### config.mk
export PLATFORM = sky130hd
export DESIGN_NAME = cmd_fifo_arbiter
export DESIGN_NICKNAME = d
export VERILOG_FILES = /design/src/rtl/cmd_fifo_arbiter.sv
export SDC_FILE = /design/constraint.sdc
export NUM_CORES = 1
export LEC_CHECK = 0
export BUFFER_PORTS_ARGS = -buffer_cell sky130_fd_sc_hd__buf_2
export CORE_MARGIN = 3
export CORE_UTILIZATION = 48
export DETAILED_ROUTE_END_ITERATION = 8
export GPL_TIMING_DRIVEN = 0
export PLACE_DENSITY = 0.87
export SYNTH_ARGS = -nofsm -noshare
export SYNTH_HDL_FRONTEND = slang
export SYNTH_SLANG_ARGS = --single-unit
### constraint.sdc
create_clock -name i_clk -period 4.04 [get_ports i_clk]
set_input_delay 0.404 -clock i_clk [delete_from_list [all_inputs] [get_ports i_clk]]
set_output_delay 0.404 -clock i_clk [all_outputs]
set_load 0.01 [all_outputs]
### src/rtl/cmd_fifo_arbiter.sv
// cmd_fifo_arbiter
// Round-robin arbiter that forwards atomic multi-word commands from several
// requesters into a single engine command FIFO. A requester keeps the grant
// for all WORDS_PER_CMD words of its command, so commands never interleave.
// New grants need FIFO headroom (almost-full clear). Once a command has
// started, only FIFO full can stall it.

module cmd_fifo_arbiter #(
    parameter int NUM_REQ       = 2,
    parameter int WORDS_PER_CMD = 4
) (
    input  logic                  i_clk,
    input  logic                  i_reset_n,
    input  logic [NUM_REQ-1:0]    i_req_valid,
    input  logic [NUM_REQ*32-1:0] i_req_data,
    output logic [NUM_REQ-1:0]    o_req_ready,
    input  logic [NUM_REQ-1:0]    i_req_enable,
    output logic [31:0]           o_fifo_wdata,
    output logic                  o_fifo_wen,
    input  logic                  i_fifo_full,
    input  logic                  i_fifo_afull,
    output logic [2:0]            o_grant_id,
    output logic                  o_busy,
    output logic [31:0]           o_cmd_count
);

    localparam logic [0:0] ST_IDLE = 1'b0;
    localparam logic [0:0] ST_XFER = 1'b1;

    localparam logic [3:0] LAST_WORD  = 4'(WORDS_PER_CMD - 1);
    localparam logic [2:0] LAST_REQ_R = 3'(NUM_REQ - 1);

    logic [0:0]         state_r;
    logic [3:0]         word_cnt_r;
    logic [2:0]         last_grant_r;
    logic [2:0]         grant_r;
    logic [31:0]        cmd_count_r;

    logic [NUM_REQ-1:0] eligible_s;
    logic               found_s;
    logic [2:0]         pick_s;
    logic               can_grant_s;
    logic [NUM_REQ-1:0] ready_s;
    logic               grant_valid_s;
    logic [31:0]        grant_data_s;
    logic               push_s;
    logic               last_word_s;

    assign eligible_s = i_req_valid & i_req_enable;

    // Round-robin pick: first eligible index above last_grant, otherwise wrap to the lowest eligible index
    always_comb begin
        found_s = 1'b0;
        pick_s  = last_grant_r;
        for (int k = 0; k < NUM_REQ; k++) begin
            if (!found_s && eligible_s[k] && (3'(k) > last_grant_r)) begin
                found_s = 1'b1;
                pick_s  = 3'(k);
            end else begin
                found_s = found_s;
            end
        end
        for (int k = 0; k < NUM_REQ; k++) begin
            if (!found_s && eligible_s[k]) begin
                found_s = 1'b1;
                pick_s  = 3'(k);
            end else begin
                found_s = found_s;
            end
        end
    end

    assign can_grant_s = (state_r == ST_IDLE) && found_s && !i_fifo_afull && !i_fifo_full;

    // Handshake for the held grant: only the granted requester sees ready, and only when the FIFO has room
    always_comb begin
        ready_s       = '0;
        grant_valid_s = 1'b0;
        grant_data_s  = 32'd0;
        for (int k = 0; k < NUM_REQ; k++) begin
            if (grant_r == 3'(k)) begin
                ready_s[k]    = (state_r == ST_XFER) && !i_fifo_full;
                grant_valid_s = i_req_valid[k];
                grant_data_s  = i_req_data[32*k +: 32];
            end else begin
                ready_s[k] = 1'b0;
            end
        end
    end

    assign push_s      = grant_valid_s && (|ready_s);
    assign last_word_s = (word_cnt_r == LAST_WORD);

    // Arbitration / transfer state, word counter, grant history and completed-command counter
    always_ff @(posedge i_clk or negedge i_reset_n) begin
        if (!i_reset_n) begin
            state_r      <= ST_IDLE;
            word_cnt_r   <= 4'd0;
            last_grant_r <= LAST_REQ_R;
            grant_r      <= 3'd0;
            cmd_count_r  <= 32'd0;
        end else begin
            case (state_r)
                ST_IDLE: begin
                    if (can_grant_s) begin
                        state_r    <= ST_XFER;
                        grant_r    <= pick_s;
                        word_cnt_r <= 4'd0;
                    end
                end
                ST_XFER: begin
                    if (push_s) begin
                        if (last_word_s) begin
                            state_r      <= ST_IDLE;
                            word_cnt_r   <= 4'd0;
                            last_grant_r <= grant_r;
                            cmd_count_r  <= cmd_count_r + 32'd1;
                        end else begin
                            word_cnt_r <= word_cnt_r + 4'd1;
                        end
                    end
                end
                default: begin
                    state_r    <= ST_IDLE;
                    word_cnt_r <= 4'd0;
                end
            endcase
        end
    end

    assign o_req_ready  = ready_s;
    assign o_fifo_wen   = push_s;
    assign o_fifo_wdata = push_s ? grant_data_s : 32'd0;
    assign o_grant_id   = grant_r;
    assign o_busy       = (state_r == ST_XFER);
    assign o_cmd_count  = cmd_count_r;

endmodule

==> flow_metrics.tcl <==
set metrics [dict create \
    timing.clock.skew_ps 9.83 \
    instances_no_fill 470 \
    grt.total_usage 0.222 \
    setup_viol 0 \
    clock_sink_count 43 \
    post_cts_resize_count 0 \
    design_power_total_mw 1.34 \
    initial_core_util 0.512 \
    worstSkewPairLatency_ps 290 \
    grt.overflow.total 0 \
    worst_ep_required_time_ps 3640 \
    die_y_extent_um 77.9 \
    intPower_mw 0.841 \
    combinational_family_with_the_most_area_after_synthesis "simple AND/OR/NAND/NOR gates" \
    power.density_cell_area_nw_per_um2 398 \
    num_rows 25 \
    seqPwrFrac 0.373 \
    cts_max_level 2 \
    post_synth_fa_ha_maj_area_fraction 0.0101 \
    synth.area.top_cells "sky130_fd_sc_hd__dfrtp_1 42%, sky130_fd_sc_hd__a22oi_1 9.7%, sky130_fd_sc_hd__xnor2_1 8.5%, sky130_fd_sc_hd__nor2_1 5.7%, sky130_fd_sc_hd__nand4_1 3.8%" \
    wl_per_cell_um 14.5 \
    antenna_violations_before_repair 0 \
    switching_power_mw 0.500 \
    postRouteAntennaNets 0 \
    irDropWorstVdd_mv 0.343 \
    post_route_minimum_period_ps 2500 \
    drv.max_cap_violation_count 0 \
    timing.critical_path.cells "nor3_1 -> clkbuf_1 -> a22oi_1 -> nor2_1 -> buf_2" \
    hold_slack_ps 239 \
    io_buffers 142 \
    worst_setup_path_end_kind "primary output" \
    synth_cell_type_count 40 \
    die_area_um2 6070 \
    post_synthesis_net_count 327 \
    synthesis.yosys.warnings 0 \
    grt_setup_unrepaired "no" \
    tritoncts "yes" \
    worst_path_setup_slack_after_routing_ps 1540 \
    postCtsSetupBuffers 0 \
    p_leak_nw 1.84 \
    synth_simple_gate_area_frac 0.277 \
    dp.final_hpwl_um 5350 \
    chipWidth_um 77.9 \
    finalHoldViolCount 0 \
    power.clock.fraction 0.209 \
    path_buf_inv 2 \
    detail_route.iter0.violations 127 \
    detailedPlace.worstSlack_ps 1860 \
    synth_xor_area_frac 0.109 \
    outcome "completed" \
    setup.worst_path.start_class "flip-flop" \
    cell_count_after_synthesis 253 \
    synthMuxAreaShare 0.0136 \
    cpLargestDelayFamily "simple AND/OR/NAND/NOR gates" \
    arrival_ps 2100 \
    place.gp.congestion 0.838 \
    place_area_um2 3280 \
    timing.setup.tns_ps 0 \
    post_drt_via_cell_ratio 5.28 \
    drv_slew 0 \
    synth-compound-area-share 0.126 \
    clock-root-buffer "sky130_fd_sc_hd__clkbuf_8" \
    post-synth-top-area-fraction 0.423 \
    tritoncts.num_buffers 5 \
    number_of_hold_buffers_added_after_cts 0 \
    cp_slowest_cell "sky130_fd_sc_hd__nor3_1" \
    tightestPinTransition_ps 918 \
    synth_seq_area_share 0.434 \
    grt_pass1_wl_um 11200 \
    synth_area_per_cell_um2 9.81 \
    r2r.worst_path.cells 6 \
    boundaryPins 143 \
    syn_area_um2 2480 \
    synth_top_area_cell "sky130_fd_sc_hd__dfrtp_1" \
    grt_start_max_net_pins 44 \
    n_fill_cell 389 \
    finalCoreUtilization 0.695 \
    logic_gate_share_of_total_power 0.418 \
    fin_crit_share 0.619 \
    hp-class "primary input to asynchronous set/reset pin" \
    slew_headroom 0.388 \
    crit_type "flip-flop to primary output" \
    diodes 0 \
    layout-drive-gt1-share 0.429 \
    final_design_area_no_fill_um2 3370 \
    max_stage_delay_ps 520 \
    cts.reportedPaths.clkPinSlew_ps 80 \
    nNetsFinal 476 \
    syn_to_final_growth_pct 35.7 \
    fp.coreArea_um2 4850 \
    clk_path_buf_depth 2 \
    place.detailed.instances 462 \
    drc_errors 0 \
    fmaxAchievable_mhz 400 \
    detailroute.via_count 2480 \
    via_count_of_the_first_global_routing_pass 2467 \
    critical_path.max_fanout 10 \
    drt-total-wl_um 6790 \
    net_switching_share_of_the_total_power 0.373 \
    number_of_synthesized_register_bits 43 \
    drt_pass1_iterations 4 \
    crit_cells 5 \
]
-- worst register-to-register path: stages (launching register included) --
cell and delay [ps]:
sky130_fd_sc_hd__dfrtp_1 400, sky130_fd_sc_hd__ha_1 200, sky130_fd_sc_hd__nor3b_2 350, sky130_fd_sc_hd__and4_1 270, sky130_fd_sc_hd__buf_2 220, sky130_fd_sc_hd__nand4_1 140
sky130_fd_sc_hd__xnor2_1 160
-- cells by family after synthesis --
| kind of cell | after synthesis |
|---|---|
| buf+inv | 17 |
| fa+ha+maj | 2 |
| xor+xnor | 31 |
| compound gates | 41 |
| mux | 3 |
| simple gates | 116 |
| flops | 43 |
-- final timing paths --
kind,startpoint,endpoint,slack (ps)
worst min register to register,o_cmd_count[31],o_cmd_count[31],480
max in group asynchronous,i_reset_n,o_cmd_count[3],3220
worst max-delay path,o_grant_id[0],o_fifo_wdata[29],1540
min in group i_clk,o_cmd_count[31],o_cmd_count[31],480
worst max register to register,word_cnt_r[0],o_cmd_count[26],2190
worst min-delay path,i_reset_n,o_cmd_count[31],240
-- area by class of cell --
| class | count | area, µm² | area share |
|---|---|---|---|
| Sequential cell | 43 | 1080 | 0.320 |
| Buffer | 13 | 61.3 | 0.0182 |
| Multi-Input combinational cell | 193 | 1330 | 0.395 |
| Timing Repair Buffer | 142 | 711 | 0.211 |
| Clock buffer | 7 | 86.3 | 0.0256 |
| Tap cell | 67 | 83.8 | 0.0249 |
| Clock inverter | 1 | 5.00 | 0.00149 |
| Inverter | 4 | 15.0 | 0.00446 |
-- registers in the layout, summed over array words and instances, names as in the netlist --
register and cells:
word_cnt_r 4, last_grant_r 3, o_grant_id 3, o_busy 1, o_cmd_count 32
-- synthesized netlist by cell type (all sizes together) --
master and count:
nor4 5, xor2 7, nand4 16, a22oi 32
a21o 2, nor2 38, nor4b 1, or2 1
nand3b 1, ha 2, inv 4, nor3 6
and4 3, dfrtp 42, buf 8, nor2b 2
nand2 9, mux2 3, clkbuf 5, and3 5
o22ai 1, o21ai 1, xnor2 24, a21oi 1
o32a 1, nand3 15, o2bb2ai 2, nor3b 5
dfstp 1, or3 2, a22o 1, and2 7
-- cell usage in the layout, fill, tap and decap left out, types with 2 or more instances in the layout --
master,netlist,routed
sky130_fd_sc_hd__mux2_2,3,3
sky130_fd_sc_hd__nand2_1,9,9
sky130_fd_sc_hd__xor2_1,7,7
sky130_fd_sc_hd__ha_1,2,2
sky130_fd_sc_hd__a22oi_1,32,32
sky130_fd_sc_hd__nor4_4,2,2
sky130_fd_sc_hd__nand4_1,15,15
sky130_fd_sc_hd__nor3b_1,4,4
sky130_fd_sc_hd__and3_1,5,5
sky130_fd_sc_hd__clkbuf_8,0,6
sky130_fd_sc_hd__buf_2,7,149
sky130_fd_sc_hd__a21o_1,2,2
sky130_fd_sc_hd__xnor2_1,24,24
sky130_fd_sc_hd__dfrtp_1,42,42
sky130_fd_sc_hd__o2bb2ai_1,2,2
sky130_fd_sc_hd__clkbuf_1,5,6
sky130_fd_sc_hd__nor2b_1,2,2
sky130_fd_sc_hd__or3_1,2,2
sky130_fd_sc_hd__nand3_1,14,14
sky130_fd_sc_hd__nor3_1,5,5
sky130_fd_sc_hd__nor2_1,38,38
sky130_fd_sc_hd__nor4_2,2,2
sky130_fd_sc_hd__and2_1,7,7
sky130_fd_sc_hd__inv_1,3,3
sky130_fd_sc_hd__and4_1,3,3
-- power groups by stage --
stage                     logic [mW]  registers (mW)  clock network, mW
after global placement         0.544           0.507                  0
after CTS                      0.563           0.501              0.288
final                          0.560           0.501              0.280
after global routing           0.626           0.508              0.306
after floorplan                0.357           0.510                  0
after detailed placement       0.562           0.509                  0
-- routing by layer --
metal | up-vias | part of all wire | track usage
met3 | 11 | 0.050 | 0.0394
met4 | 0 | 0.014 | 0.0577
li1 | 1215 | - | -
met1 | 1180 | 0.44 | 0.303
met2 | 74 | 0.50 | 0.365
met5 | - | 0 | 0
(Power assumes the default switching activity.)
